### config.mk
export PLATFORM = sky130hd
export DESIGN_NAME = tirage_collecteur_flat
export DESIGN_NICKNAME = d
export VERILOG_FILES = /design/src/rtl/tirage_collecteur_if.sv /design/src/rtl/tirage_collecteur.sv /design/src/flat_wrapper.sv
export SDC_FILE = /design/constraint.sdc
export NUM_CORES = 1
export LEC_CHECK = 0
export BUFFER_PORTS_ARGS = -buffer_cell sky130_fd_sc_hd__buf_2
export CAP_MARGIN = 30
export CORE_ASPECT_RATIO = 0.9
export CORE_MARGIN = 8
export CORE_UTILIZATION = 26
export CTS_CLUSTER_DIAMETER = 50
export DETAILED_ROUTE_END_ITERATION = 7
export GPL_TIMING_DRIVEN = 0
export PLACE_DENSITY = 0.44
export SYNTH_ARGS = -nofsm -noshare
export SYNTH_HDL_FRONTEND = slang
export SYNTH_SLANG_ARGS = --single-unit
### constraint.sdc
create_clock -name Clk -period 3.6 [get_ports Clk]
set_input_delay 0.72 -clock Clk [delete_from_list [all_inputs] [get_ports Clk]]
set_output_delay 0.72 -clock Clk [all_outputs]
set_load 0.02 [all_outputs]
### src/rtl/tirage_collecteur_if.sv
// Bus bundle for tirage_collecteur: draw inputs, grid read port and status outputs.
interface tirage_collecteur_if;
  logic       Start;
  logic       TriggerTirage;
  logic [6:0] NbrTire;
  logic [2:0] RdIdx;
  logic [6:0] RdBoule;
  logic [6:0] Boule;
  logic       BouleValid;
  logic       Rejet;
  logic [3:0] NbAcceptes;
  logic       Occupe;
  logic       Fini;

  modport master (
    output Start, TriggerTirage, NbrTire, RdIdx,
    input  RdBoule, Boule, BouleValid, Rejet, NbAcceptes, Occupe, Fini
  );

  modport slave (
    input  Start, TriggerTirage, NbrTire, RdIdx,
    output RdBoule, Boule, BouleValid, Rejet, NbAcceptes, Occupe, Fini
  );
endinterface

### src/rtl/tirage_collecteur.sv
// Collects sampled draw values into a grid of NB_BOULES distinct numbers in 1..VAL_MAX.
// Build option: define TIRAGE_TRI_EN to keep the grid sorted ascending.
module tirage_collecteur #(
  parameter int unsigned NB_BOULES       = 6,
  parameter int unsigned VAL_MAX         = 49,
  parameter bit          POLARITY_TIRAGE = 1'b0
) (
  input logic                Clk,
  input logic                RstN,
  tirage_collecteur_if.slave bus
);

  typedef enum logic [1:0] {StIdle, StAttente, StControle, StFini} stateT;

  localparam logic [6:0] ValMax   = 7'(VAL_MAX);
  localparam logic [3:0] NbBoules = 4'(NB_BOULES);

  stateT        stateQ;
  logic         s1Q, s2Q, s3Q;
  logic         edgeFlag;
  logic [6:0]   candidatQ;
  logic [6:0]   gridQ [8];
  logic [6:0]   gridIns [8];
  logic [127:0] bitmapQ;
  logic [6:0]   bouleQ;
  logic         bouleValidQ, rejetQ, occupeQ, finiQ;
  logic [3:0]   nbAcceptesQ;
  logic         rejeter;

  // Synchroniser is deliberately not reset; IDLE ignores any edge seen while it settles.
  always_ff @(posedge Clk) begin
    s1Q <= bus.TriggerTirage;
    s2Q <= s1Q;
    s3Q <= s2Q;
  end

  assign edgeFlag = POLARITY_TIRAGE ? (s2Q & ~s3Q) : (~s2Q & s3Q);

  assign rejeter = (candidatQ == 7'd0) || (candidatQ > ValMax) || bitmapQ[candidatQ];

`ifdef TIRAGE_TRI_EN
  logic [7:0] gt;

  // Entries greater than the candidate move up one slot; candidate lands in the gap.
  always_comb begin
    for (int i = 0; i < 8; i++) begin
      gt[i]      = (4'(i) < nbAcceptesQ) && (gridQ[i] > candidatQ);
      gridIns[i] = gridQ[i];
    end
    if ((nbAcceptesQ == 4'd0) || gt[0]) begin
      gridIns[0] = candidatQ;
    end
    for (int i = 1; i < 8; i++) begin
      if ((4'(i) <= nbAcceptesQ) && ((4'(i) == nbAcceptesQ) || gt[i])) begin
        gridIns[i] = gt[i-1] ? gridQ[i-1] : candidatQ;
      end
    end
  end
`else
  always_comb begin
    for (int i = 0; i < 8; i++) begin
      gridIns[i] = gridQ[i];
    end
    gridIns[nbAcceptesQ[2:0]] = candidatQ;
  end
`endif

  always_ff @(posedge Clk) begin
    if (!RstN) begin
      stateQ      <= StIdle;
      candidatQ   <= '0;
      bouleQ      <= '0;
      nbAcceptesQ <= '0;
      bitmapQ     <= '0;
      gridQ       <= '{default: '0};
      bouleValidQ <= 1'b0;
      rejetQ      <= 1'b0;
      occupeQ     <= 1'b0;
      finiQ       <= 1'b0;
    end else begin
      bouleValidQ <= 1'b0;
      rejetQ      <= 1'b0;
      if (bus.Start) begin
        // Start wins over everything, including a candidate pending in CONTROLE.
        bitmapQ     <= '0;
        gridQ       <= '{default: '0};
        nbAcceptesQ <= '0;
        stateQ      <= StAttente;
        occupeQ     <= 1'b1;
        finiQ       <= 1'b0;
      end else begin
        case (stateQ)
          StAttente: begin
            if (edgeFlag) begin
              candidatQ <= bus.NbrTire;
              stateQ    <= StControle;
            end
          end
          StControle: begin
            if (rejeter) begin
              rejetQ <= 1'b1;
              stateQ <= StAttente;
            end else begin
              gridQ              <= gridIns;
              bitmapQ[candidatQ] <= 1'b1;
              bouleQ             <= candidatQ;
              bouleValidQ        <= 1'b1;
              nbAcceptesQ        <= nbAcceptesQ + 4'd1;
              if (nbAcceptesQ + 4'd1 == NbBoules) begin
                stateQ  <= StFini;
                occupeQ <= 1'b0;
                finiQ   <= 1'b1;
              end else begin
                stateQ <= StAttente;
              end
            end
          end
          default: ;
        endcase
      end
    end
  end

  assign bus.RdBoule    = ({1'b0, bus.RdIdx} < nbAcceptesQ) ? gridQ[bus.RdIdx] : 7'd0;
  assign bus.Boule      = bouleQ;
  assign bus.BouleValid = bouleValidQ;
  assign bus.Rejet      = rejetQ;
  assign bus.NbAcceptes = nbAcceptesQ;
  assign bus.Occupe     = occupeQ;
  assign bus.Fini       = finiQ;

endmodule
### src/flat_wrapper.sv
// flat-port wrapper written by rule: the top's interface ports become plain ports
module tirage_collecteur_flat 
#(
  parameter int unsigned NB_BOULES       = 6,
  parameter int unsigned VAL_MAX         = 49,
  parameter bit          POLARITY_TIRAGE = 1'b0
)
  (Clk, RstN, bus_Start, bus_TriggerTirage, bus_NbrTire, bus_RdIdx, bus_RdBoule, bus_Boule, bus_BouleValid, bus_Rejet, bus_NbAcceptes, bus_Occupe, bus_Fini);
  tirage_collecteur_if bus_i ();
  input logic Clk;
  input logic RstN;
  input wire logic [$bits(bus_i.Start)-1:0] bus_Start;
  input wire logic [$bits(bus_i.TriggerTirage)-1:0] bus_TriggerTirage;
  input wire logic [$bits(bus_i.NbrTire)-1:0] bus_NbrTire;
  input wire logic [$bits(bus_i.RdIdx)-1:0] bus_RdIdx;
  output wire logic [$bits(bus_i.RdBoule)-1:0] bus_RdBoule;
  output wire logic [$bits(bus_i.Boule)-1:0] bus_Boule;
  output wire logic [$bits(bus_i.BouleValid)-1:0] bus_BouleValid;
  output wire logic [$bits(bus_i.Rejet)-1:0] bus_Rejet;
  output wire logic [$bits(bus_i.NbAcceptes)-1:0] bus_NbAcceptes;
  output wire logic [$bits(bus_i.Occupe)-1:0] bus_Occupe;
  output wire logic [$bits(bus_i.Fini)-1:0] bus_Fini;
  assign bus_i.Start = bus_Start;
  assign bus_i.TriggerTirage = bus_TriggerTirage;
  assign bus_i.NbrTire = bus_NbrTire;
  assign bus_i.RdIdx = bus_RdIdx;
  assign bus_RdBoule = bus_i.RdBoule;
  assign bus_Boule = bus_i.Boule;
  assign bus_BouleValid = bus_i.BouleValid;
  assign bus_Rejet = bus_i.Rejet;
  assign bus_NbAcceptes = bus_i.NbAcceptes;
  assign bus_Occupe = bus_i.Occupe;
  assign bus_Fini = bus_i.Fini;
  tirage_collecteur #(.NB_BOULES(NB_BOULES), .VAL_MAX(VAL_MAX), .POLARITY_TIRAGE(POLARITY_TIRAGE)) u_core (.Clk(Clk), .RstN(RstN), .bus(bus_i));
endmodule
==> impl_results.md, run 1 <==
- Via count: 4899
- Die width: 177.9 um
- DRC Markers: 0
- Post-synth EDFFs: 0
- Synth top area share: 45.39%
- Reg2Reg Depth: 11
- Layout Nets: 699
- Commonest non-fill, non-tap cell in the layout: dfxtp_1
- Tightest Pin Transition: 998.4 ps
- Synth area leader: dfxtp_1
- Cell count after synthesis: 627
- CTS Buffer Depth: 2
- # Max-Cap Violations: 0
- DRT antenna net count: 0
- Mapped Area: 6131 sq um
- DPL Wire Length: 13.02 mm
- Count of final setup violators: 0
- Total grt overflow: 0
- GPL Wtd Cong: 0.7688
- Die Height: 161.7 um
- Core area: 23280 sq um
- Min-Delay Path Depth: 0
- Final core utilization: 31.08%
- Setup crit end kind: output port
- Initial core utilization: 26.34%
- Status: complete, no violations
- P&R area growth vs syn: 17.98%
- Worst setup path class: register to output port
- Placed insts: 964
- H-tree level count: 4
- Fin. Hold Viols: 0
- Pwr Total: 3.280 mW
- Max Fanout on Critical Path: 8
- Max_slew headroom: 32.93%
- Seq cells post-synth: 139
- # clock sinks: 139
- Vias in the first global route: 4934
- Final non-filler cell total: 996
- Cell Pwr Density: 453.4 nW/um^2
- Leak: 2.807 nW
- Root buffer cell: clkbuf_16
- Inserted Diodes: 0
- Hold WC Path Type: register to register
- Post-Syn Area per Cell: 9.778 sq um
- Final Slew Violations: 0
- CTS tree: built
- First-pass GRT wire length: 29.15 mm
- Initial antenna violation count: 0
- CTS Buf Count: 17
- Synth unique cells: 56
- RSZ-0062 raised after global routing: no
- WP data required: 2880 ps
- Largest net degree at the start of global routing: 17
- CP Launch Type: register
- Minimum clock period: 3395 ps
- Synth area leaders: dfxtp_1 (45%), mux2i_1 (12%), mux4_2 (6.2%), nor2_1 (4.8%), nand2_1 (4.7%)
- Fraction of layout cells with a size suffix above 1: 17.58%
- Setup Fix Bufs, Post-CTS: 0
- IO Port Bufs: 34
- Max rail drop VDD: 0.3329 mV
- Worst-path clk slew: 60 ps
- Worst Clk Skew: 10.71 ps
- Row cnt: 53
- Register area share after synthesis: 45.39%
- WP data arrival: 2670 ps
- Net Count, Synth: 645
- DRT Pass-1 Iters: 4
- 1st-iter DRT viols: 355
- Die area: 28760 sq um
- Yosys warnings: 0
- WL/cell: 18.67 um
- Main synth FF type: dfxtp_1
- Ys async rst share: 0%
- Via-to-Cell Ratio: 4.919
- Fin crit share: 94.30%
- Commonest non-fill, non-tap cells in the layout: dfxtp_1 (139), nor2_1 (77), nand2_1 (76)
- Final wirelength: 18.60 mm
- Max Fclk: 294.6 MHz
- Ports: 36
- Worst skew pair latency: 430 ps
- GRT Util Overall: 13.27%
-- cell usage after synthesis, types with 2 or more instances --
cell,instances
a21oi_2,2
nor2b_1,14
nor3_1,7
nor4_1,2
a21boi_0,2
buf_1,4
dfxtp_1,139
buf_6,4
nand3_2,2
a31oi_1,43
nor3b_1,3
a21oi_1,6
o21ai_0,21
nand4b_4,2
buf_4,5
clkbuf_1,30
a211oi_1,2
xnor2_1,2
nor2_1,78
nand2b_1,7
and2_1,9
and3_1,9
a221oi_1,3
mux2_4,2
mux4_2,17
nand2_1,76
nand3_1,12
o31ai_1,3
a22o_1,2
mux2_2,3
and2_0,2
buf_2,8
inv_1,7
mux2i_1,72
ha_1,4
a21o_1,2
a2111oi_4,2
-- worst max-delay path, stage by stage, from the launching register on --
cell and delay, ps:
dfxtp_1 390, clkbuf_1 460, inv_1 200, ha_1 320
a21o_1 110, a21oi_1 70, nor2_2 380, nor2_1 130
buf_2 190
-- worst paths after layout --
| check | startpoint | to | slack [ps] |
|---|---|---|---|
| min reg2reg | u_core.s1Q$_DFF_P_ | u_core.s2Q$_DFF_P_ | 330 |
| max reg2reg | u_core.candidatQ[0]$_SDFFE_PN0P_ | u_core.bitmapQ[44]$_SDFFE_PP0P_ | 230 |
| min | u_core.s1Q$_DFF_P_ | u_core.s2Q$_DFF_P_ | 330 |
| max | u_core.bus.NbAcceptes[1]$_SDFFE_PP0P_ | bus_RdBoule[6] | 210 |
-- power breakdown --
group | switching (mW) | internal, mW
registers | 0.00444 | 1.54
clock network | 0.708 | 0.903
logic | 0.0855 | 0.0362
-- sequential cells by signal (all words and copies together), names as in the netlist --
register,count
u_core.s2Q,1
u_core.stateQ,2
u_core.bus.Fini,1
u_core.s1Q,1
u_core.bus.Occupe,1
u_core.s3Q,1
u_core.candidatQ,7
u_core.bus.Rejet,1
u_core.bus.BouleValid,1
u_core.bitmapQ,56
u_core.bus.Boule,7
u_core.bus.NbAcceptes,4
u_core.gridQ,56
-- cells by family (layout without fill, tap and decap cells) --
logic type,after synthesis,count (layout),synth area share [%]
adder cells (fa/ha/maj),4,4,0.8164
multiplexers,95,95,19.47
AND/OR/NAND/NOR,227,227,17.55
XOR/XNOR,2,2,0.2858
AO/OA/AOI/OAI,101,101,11.92
buffers and inverters,59,126,4.571
flip-flops,139,139,45.39
-- per-stage QoR --
step	setup WS (ps)	setup TNS [ps]	instance area, sq um	hold WS [ps]
detailed placement	-64.92	-189.2	6684	316.1
finish	205.2	0	7233	328.9
global placement	-42.86	-126.8	6679	317.0
global route	49.60	0	7233	335.5
floorplan	522.6	0	6131	309.6
CTS	175.7	0	7233	331.0
-- layer usage --
layer | routed length, um | share of wire [%] | global-route usage [%]
met2 | 8315 | 45 | 20.26
met1 | 9330 | 50 | 18.54
met5 | 0 | 0 | 0
met4 | 138 | 0.74 | 3.711
met3 | 816 | 4.4 | 2.808
-- cell type report --
| type | instances | area (sq um) |
|---|---|---|
| buffer | 51 | 257.7 |
| tap | 302 | 377.9 |
| inverter | 8 | 30.03 |
| clock buffer | 20 | 446.7 |
| clock inverter | 12 | 92.59 |
| sequential | 139 | 2783 |
| multi-input combinational | 429 | 3070 |
| timing repair buffer | 35 | 175.2 |
| fill | 2387 | 16040 |
-- timing repair --
| item | 4_1_cts | 5_1_grt |
|---|---|---|
| endpoints found under the setup margin | 7 | 0 |
| hold buffers | 0 | 0 |
| endpoints found under the hold margin | 0 | 0 |
| gates resized for setup | 3 | 0 |
Power figures use the tool's default switching activity.
==> inputs of run 2 (changes only) <==
PLACE_DENSITY = 0.37   (was 0.44)
==> run 2 against run 1 <==
  * First-iteration DRC count down 5.1%
  * Register-to-register slack better by 60 ps
  * Combinational power about the same
  * Setup slack better by 47 ps
  * Critical path depth unchanged
  * Sequential share of layout area down 0.72 points
  * Critical endpoint unchanged
  * Largest power group unchanged
==> impl_results.md, run 2 (synthesis gave the netlist of run 1 again) <==
- Status: complete, no violations
- WP data arrival: 2630 ps
- Fin. Hold Viols: 0
- Placed insts: 965
- WP data required: 2880 ps
- DPL Wire Length: 13.71 mm
- Worst-path clk slew: 70 ps
- RSZ-0062 raised after global routing: no
- Top Layer Used: met4
- CP Cell Sequence: clkbuf_1 > inv_1 > ha_1 > a21o_1 > a21oi_1 > nor2_2 > nor2_1 > buf_2
- CTS tree: built
- WL/cell: 19.46 um
- Commonest non-fill, non-tap cells in the layout: dfxtp_1 (139), nor2_1 (77), nand2_1 (76)
- Largest net degree at the start of global routing: 17
- CTS Buffer Depth: 2
- DRT Pass-1 Iters: 4
- Met3 Routed Length: 689 um
- Leak: 2.890 nW
- Max Fclk: 298.7 MHz
- # clock sinks: 139
- Ports: 36
- Tightest Pin Transition: 1016 ps
- Cell Pwr Density: 500.3 nW/um^2
- Final wirelength: 19.40 mm
- Initial core utilization: 26.34%
- Crit. Startpoint: u_core.bus.NbAcceptes[1]$_SDFFE_PP0P_
- Max stage delay on crit path: 480 ps
- Initial antenna violation count: 0
- GPL Wtd Cong: 0.7412
- P&R area growth vs syn: 20.24%
- Place WS: -122.5 ps
- Buffer and inverter count on the worst path: 3
- Setup Fix Bufs, Post-CTS: 0
- Inserted Diodes: 0
- Commonest non-fill, non-tap cell in the layout: dfxtp_1
- Minimum clock period: 3348 ps
- Row cnt: 53
- Final core utilization: 31.67%
- Die Height: 161.7 um
- Via count: 4850
- First-pass GRT wire length: 30.15 mm
- Root buffer cell: clkbuf_16
- Met1 Wirelength: 10.04 mm
- Total grt overflow: 0
- Final non-filler cell total: 997
- Hold WC Path Type: register to register
- DRT antenna net count: 0
- Pwr Total: 3.689 mW
- Worst setup path class: register to output port
- Worst Clk Skew: 11.26 ps
- Fin crit share: 92.99%
- CTS Buf Count: 17
- Top Registers: u_core.bitmapQ (56), u_core.gridQ (56)
- Final Slew Violations: 0
- Die area: 28760 sq um
- Reg2reg start: u_core.candidatQ[0]$_SDFFE_PN0P_
- Crit path max-delay family: buffers and inverters
- Die width: 177.9 um
- Fraction of layout cells with a size suffix above 1: 17.84%
- Met2 WL post-DR: 8.473 mm
- Layout Nets: 700
- Max_slew headroom: 31.77%
- 1st-iter DRT viols: 337
- CP Launch Type: register
- Max Fanout on Critical Path: 8
- Setup tns final: 0 ps
- Worst Setup Slack, final: 252.2 ps
- Vias in the first global route: 4890
- Count of final setup violators: 0
- Slowest cell on the critical path: clkbuf_1
- GRT Util Overall: 13.93%
- DRC Markers: 0
- Via-to-Cell Ratio: 4.865
- Setup crit end kind: output port
- H-tree level count: 4
- # Max-Cap Violations: 0
- Max rail drop VDD: 0.2929 mV
- Reg2reg setup slack: 290 ps
- Fill cell count: 2382
- IO Port Bufs: 34
- Core area: 23280 sq um
- Worst skew pair latency: 430 ps
- Hold_sp: u_core.s1Q$_DFF_P_
run 2: cell count changes in the layout (fill, tap and decap cells not counted), sizes merged:
cell      before  now
buf           55   56
clkinvlp       7    2
bufinv         0    6
clkbuf        50   49
run 2: worst register-to-register path: cells and delay by family (launching register included):
kind / cells / cell delay, ps
buffers and inverters: 4 / 830
flip-flops: 1 / 460
AO/OA/AOI/OAI: 4 / 1170
AND/OR/NAND/NOR: 3 / 710
run 2: final timing paths:
kind | cells past startpoint | end
worst max-delay path | 8 | bus_RdBoule[6]
worst min-delay path | 0 | u_core.s2Q$_DFF_P_
worst min register to register | 0 | u_core.s2Q$_DFF_P_
worst max register to register | 11 | u_core.bitmapQ[43]$_SDFFE_PP0P_
run 2: where the power goes:
group | internal [mW] | switching (mW)
Sequential | 1.54 | 0.00443
Combinational | 0.0366 | 0.0869
Clock | 1.31 | 0.710
run 2: cell type report:
class	count	area [sq um]	share of cell area [%]
buffer	51	259.0	3.513
inverter	8	30.03	0.4073
sequential	139	2783	37.75
multi-input combinational	429	3070	41.65
clock buffer	19	432.9	5.872
clock inverter	13	239.0	3.242
tap	302	377.9	5.126
timing repair buffer	36	180.2	2.444
run 2: layer usage:
metal  global-route usage [%]  vias to the layer above
met3                    2.947                       14
met2                    20.76                       95
met4                    4.014                        0
li1                         -                     2339
met5                        0                        -
met1                    19.81                     2402
run 2: timing repair:
action                                  CTS  global route
endpoints found under the setup margin    7            11
gates cloned                              0             0
hold buffers                              0             0
gates resized for setup                   2             3
run 2: per-stage QoR:
step                      area (sq um)  hold WS [ps]
final                             7372         328.2
after global routing              7372         340.1
after CTS                         7368         327.8
after detailed placement          6689         312.1
after global placement            6679         313.7
after floorplan                   6131         309.6
==> inputs of run 3 (changes only) <==
CTS_BUF_LIST = sky130_fd_sc_hd__clkbuf_2 sky130_fd_sc_hd__clkbuf_4 sky130_fd_sc_hd__clkbuf_8   (was not set)
PLACE_DENSITY = 0.38   (was 0.37)
==> run 3 against run 2 <==
  * Fmax is 1.1% lower
  * Sequential share of layout area is 1.8 points higher
  * Highest routed layer unchanged
  * Sequential power hardly changed
  * First-iteration DRC count is 35% lower
  * Worst hold slack better by 5.0 ps
  * Die area stayed put
  * Non-clock buffer count is 1 lower
  * Register-to-register slack better by 30 ps
  * Critical path depth stayed put
  * Power is 24% lower
  * Clock-buffer cell count is 2 lower
  * Clock skew is 0.65 ps higher
==> impl_results.md, run 3 (synthesis gave the netlist of run 1 again) <==
- Setup crit end kind: output port
- Fill cell count: 2450
- Max rail drop VDD: 0.1948 mV
- CTS Buf Count: 17
- Cell Pwr Density: 397.5 nW/um^2
- Setup tns final: 0 ps
- Worst skew pair latency: 460 ps
- Initial core utilization: 26.34%
- Final Slew Violations: 0
- Status: complete, no violations
- Hold endpoint: u_core.s2Q$_DFF_P_
- DRT antenna net count: 0
- First-pass GRT wire length: 29.97 mm
- 1st-iter DRT viols: 218
- Largest net degree at the start of global routing: 17
- P&R area growth vs syn: 14.71%
- CTS tree: built
- Worst Clk Skew: 11.92 ps
- Reg2reg setup slack: 320 ps
- Initial antenna violation count: 0
- Max Fclk: 295.3 MHz
- WL/cell: 19.18 um
- Area of the multi-input gates: 3070 sq um
- Max Fanout on Critical Path: 8
- Hold_sp: u_core.s1Q$_DFF_P_
- Die Height: 161.7 um
- Vias in the first global route: 4943
- Root buffer cell: clkbuf_8
- Die area: 28760 sq um
- Fin crit share: 94.06%
- Leak: 2.724 nW
- Worst reg2reg endpoint: u_core.bus.Fini$_SDFFE_PP0P_
- Inserted Diodes: 0
- Tightest Pin Transition: 1012 ps
- Worst-path clk slew: 90 ps
- # Max-Cap Violations: 0
- Via-to-Cell Ratio: 4.873
- DPL Wire Length: 13.40 mm
- H-tree level count: 4
- Worst setup path class: register to output port
- DRT Pass-1 Iters: 5
- Total grt overflow: 0
- DRC Markers: 0
- Fraction of layout cells with a size suffix above 1: 18.01%
- Reg area: 2783 sq um
- Pwr Total: 2.796 mW
- Fin. Hold Viols: 0
- Final non-filler cell total: 996
- WP data required: 2880 ps
- Commonest non-fill, non-tap cell in the layout: dfxtp_1
- GRT Util Overall: 13.74%
- Hold WC Path Type: register to register
- RSZ-0062 raised after global routing: no
- # clock sinks: 139
- Placed insts: 964
- Layout Nets: 699
- Min-Delay Path Depth: 0
- Max_slew headroom: 32.02%
- Via count: 4854
- Top Registers: u_core.bitmapQ (56), u_core.gridQ (56)
- Row cnt: 53
- CTS Buffer Depth: 2
- Final core utilization: 30.22%
- CP Launch Type: register
- Count of final setup violators: 0
- Commonest non-fill, non-tap cells in the layout: dfxtp_1 (139), nor2_1 (77), nand2_1 (76)
- Core area: 23280 sq um
- GPL Wtd Cong: 0.7674
- Reg2Reg Depth: 11
- Die width: 177.9 um
- Minimum clock period: 3386 ps
- Final wirelength: 19.10 mm
- WP data arrival: 2670 ps
- IO Port Bufs: 34
- Reg2reg start: u_core.candidatQ[0]$_SDFFE_PN0P_
- Ports: 36
==> run 3: cell type report <==
type | instances | area share (%)
Buffer | 51 | 3.683
Tap cell | 302 | 5.373
Inverter | 8 | 0.4270
Timing Repair Buffer | 35 | 2.491
Clock buffer | 17 | 3.327
Multi-Input combinational cell | 429 | 43.66
Sequential cell | 139 | 39.57
Clock inverter | 15 | 1.477
==> run 3: how the worst max path moves through the flow <==
stage,startpoint,end,slack [ps],cells past startpoint
2_1_floorplan,bus_RdIdx[0],bus_RdBoule[3],520,5
3_3_place_gp,bus_RdIdx[0],bus_RdBoule[5],-110,6
3_5_place_dp,bus_RdIdx[0],bus_RdBoule[5],-110,6
4_1_cts,bus_RdIdx[0],bus_RdBoule[5],160,6
5_1_grt,u_core.bus.NbAcceptes[1]$_SDFFE_PP0P_,bus_RdBoule[6],30,8
6_report,u_core.bus.NbAcceptes[1]$_SDFFE_PP0P_,bus_RdBoule[6],210,8
==> run 3: what timing repair did <==
action | 4_1_cts | 5_1_grt
endpoints found under the setup margin | 7 | 1
resized for setup | 3 | 2
hold buffers | 0 | 0
setup buffers | 0 | 0
hold endpoints to repair | 0 | 0
==> run 3: per-layer routing <==
layer  vias to the layer above  GRT usage [%]  share of wire [%]
met1                      2406          19.13                 51
met4                         0          3.711               0.92
li1                       2324              -                  -
met5                         -              0                  0
met3                        18          3.040                4.0
met2                       106          21.00                 44
==> run 3: per-stage QoR <==
step                instance area (sq um)  hold slack [ps]  worst slack, ps
floorplan                            6131            309.6            522.6
global placement                     6679            313.1           -114.9
detailed placement                   6684            312.1           -109.8
CTS                                  7032            325.8            162.1
global route                         7033            329.9            34.48
finish                               7033            333.3            213.7
==> run 3: power breakdown <==
part	leakage [nW]	total [mW]	switching [mW]	internal, mW
registers	1.12	1.55	0.00461	1.54
clock network	0.156	1.13	0.658	0.470
logic	1.45	0.122	0.0862	0.0362
==> run 3: critical path, stage by stage (launching register included) <==
cell	delay, ps
dfxtp_1	380
clkbuf_1	470
inv_1	200
ha_1	320
a21o_1	110
a21oi_1	70
nor2_2	380
nor2_1	110
buf_2	180
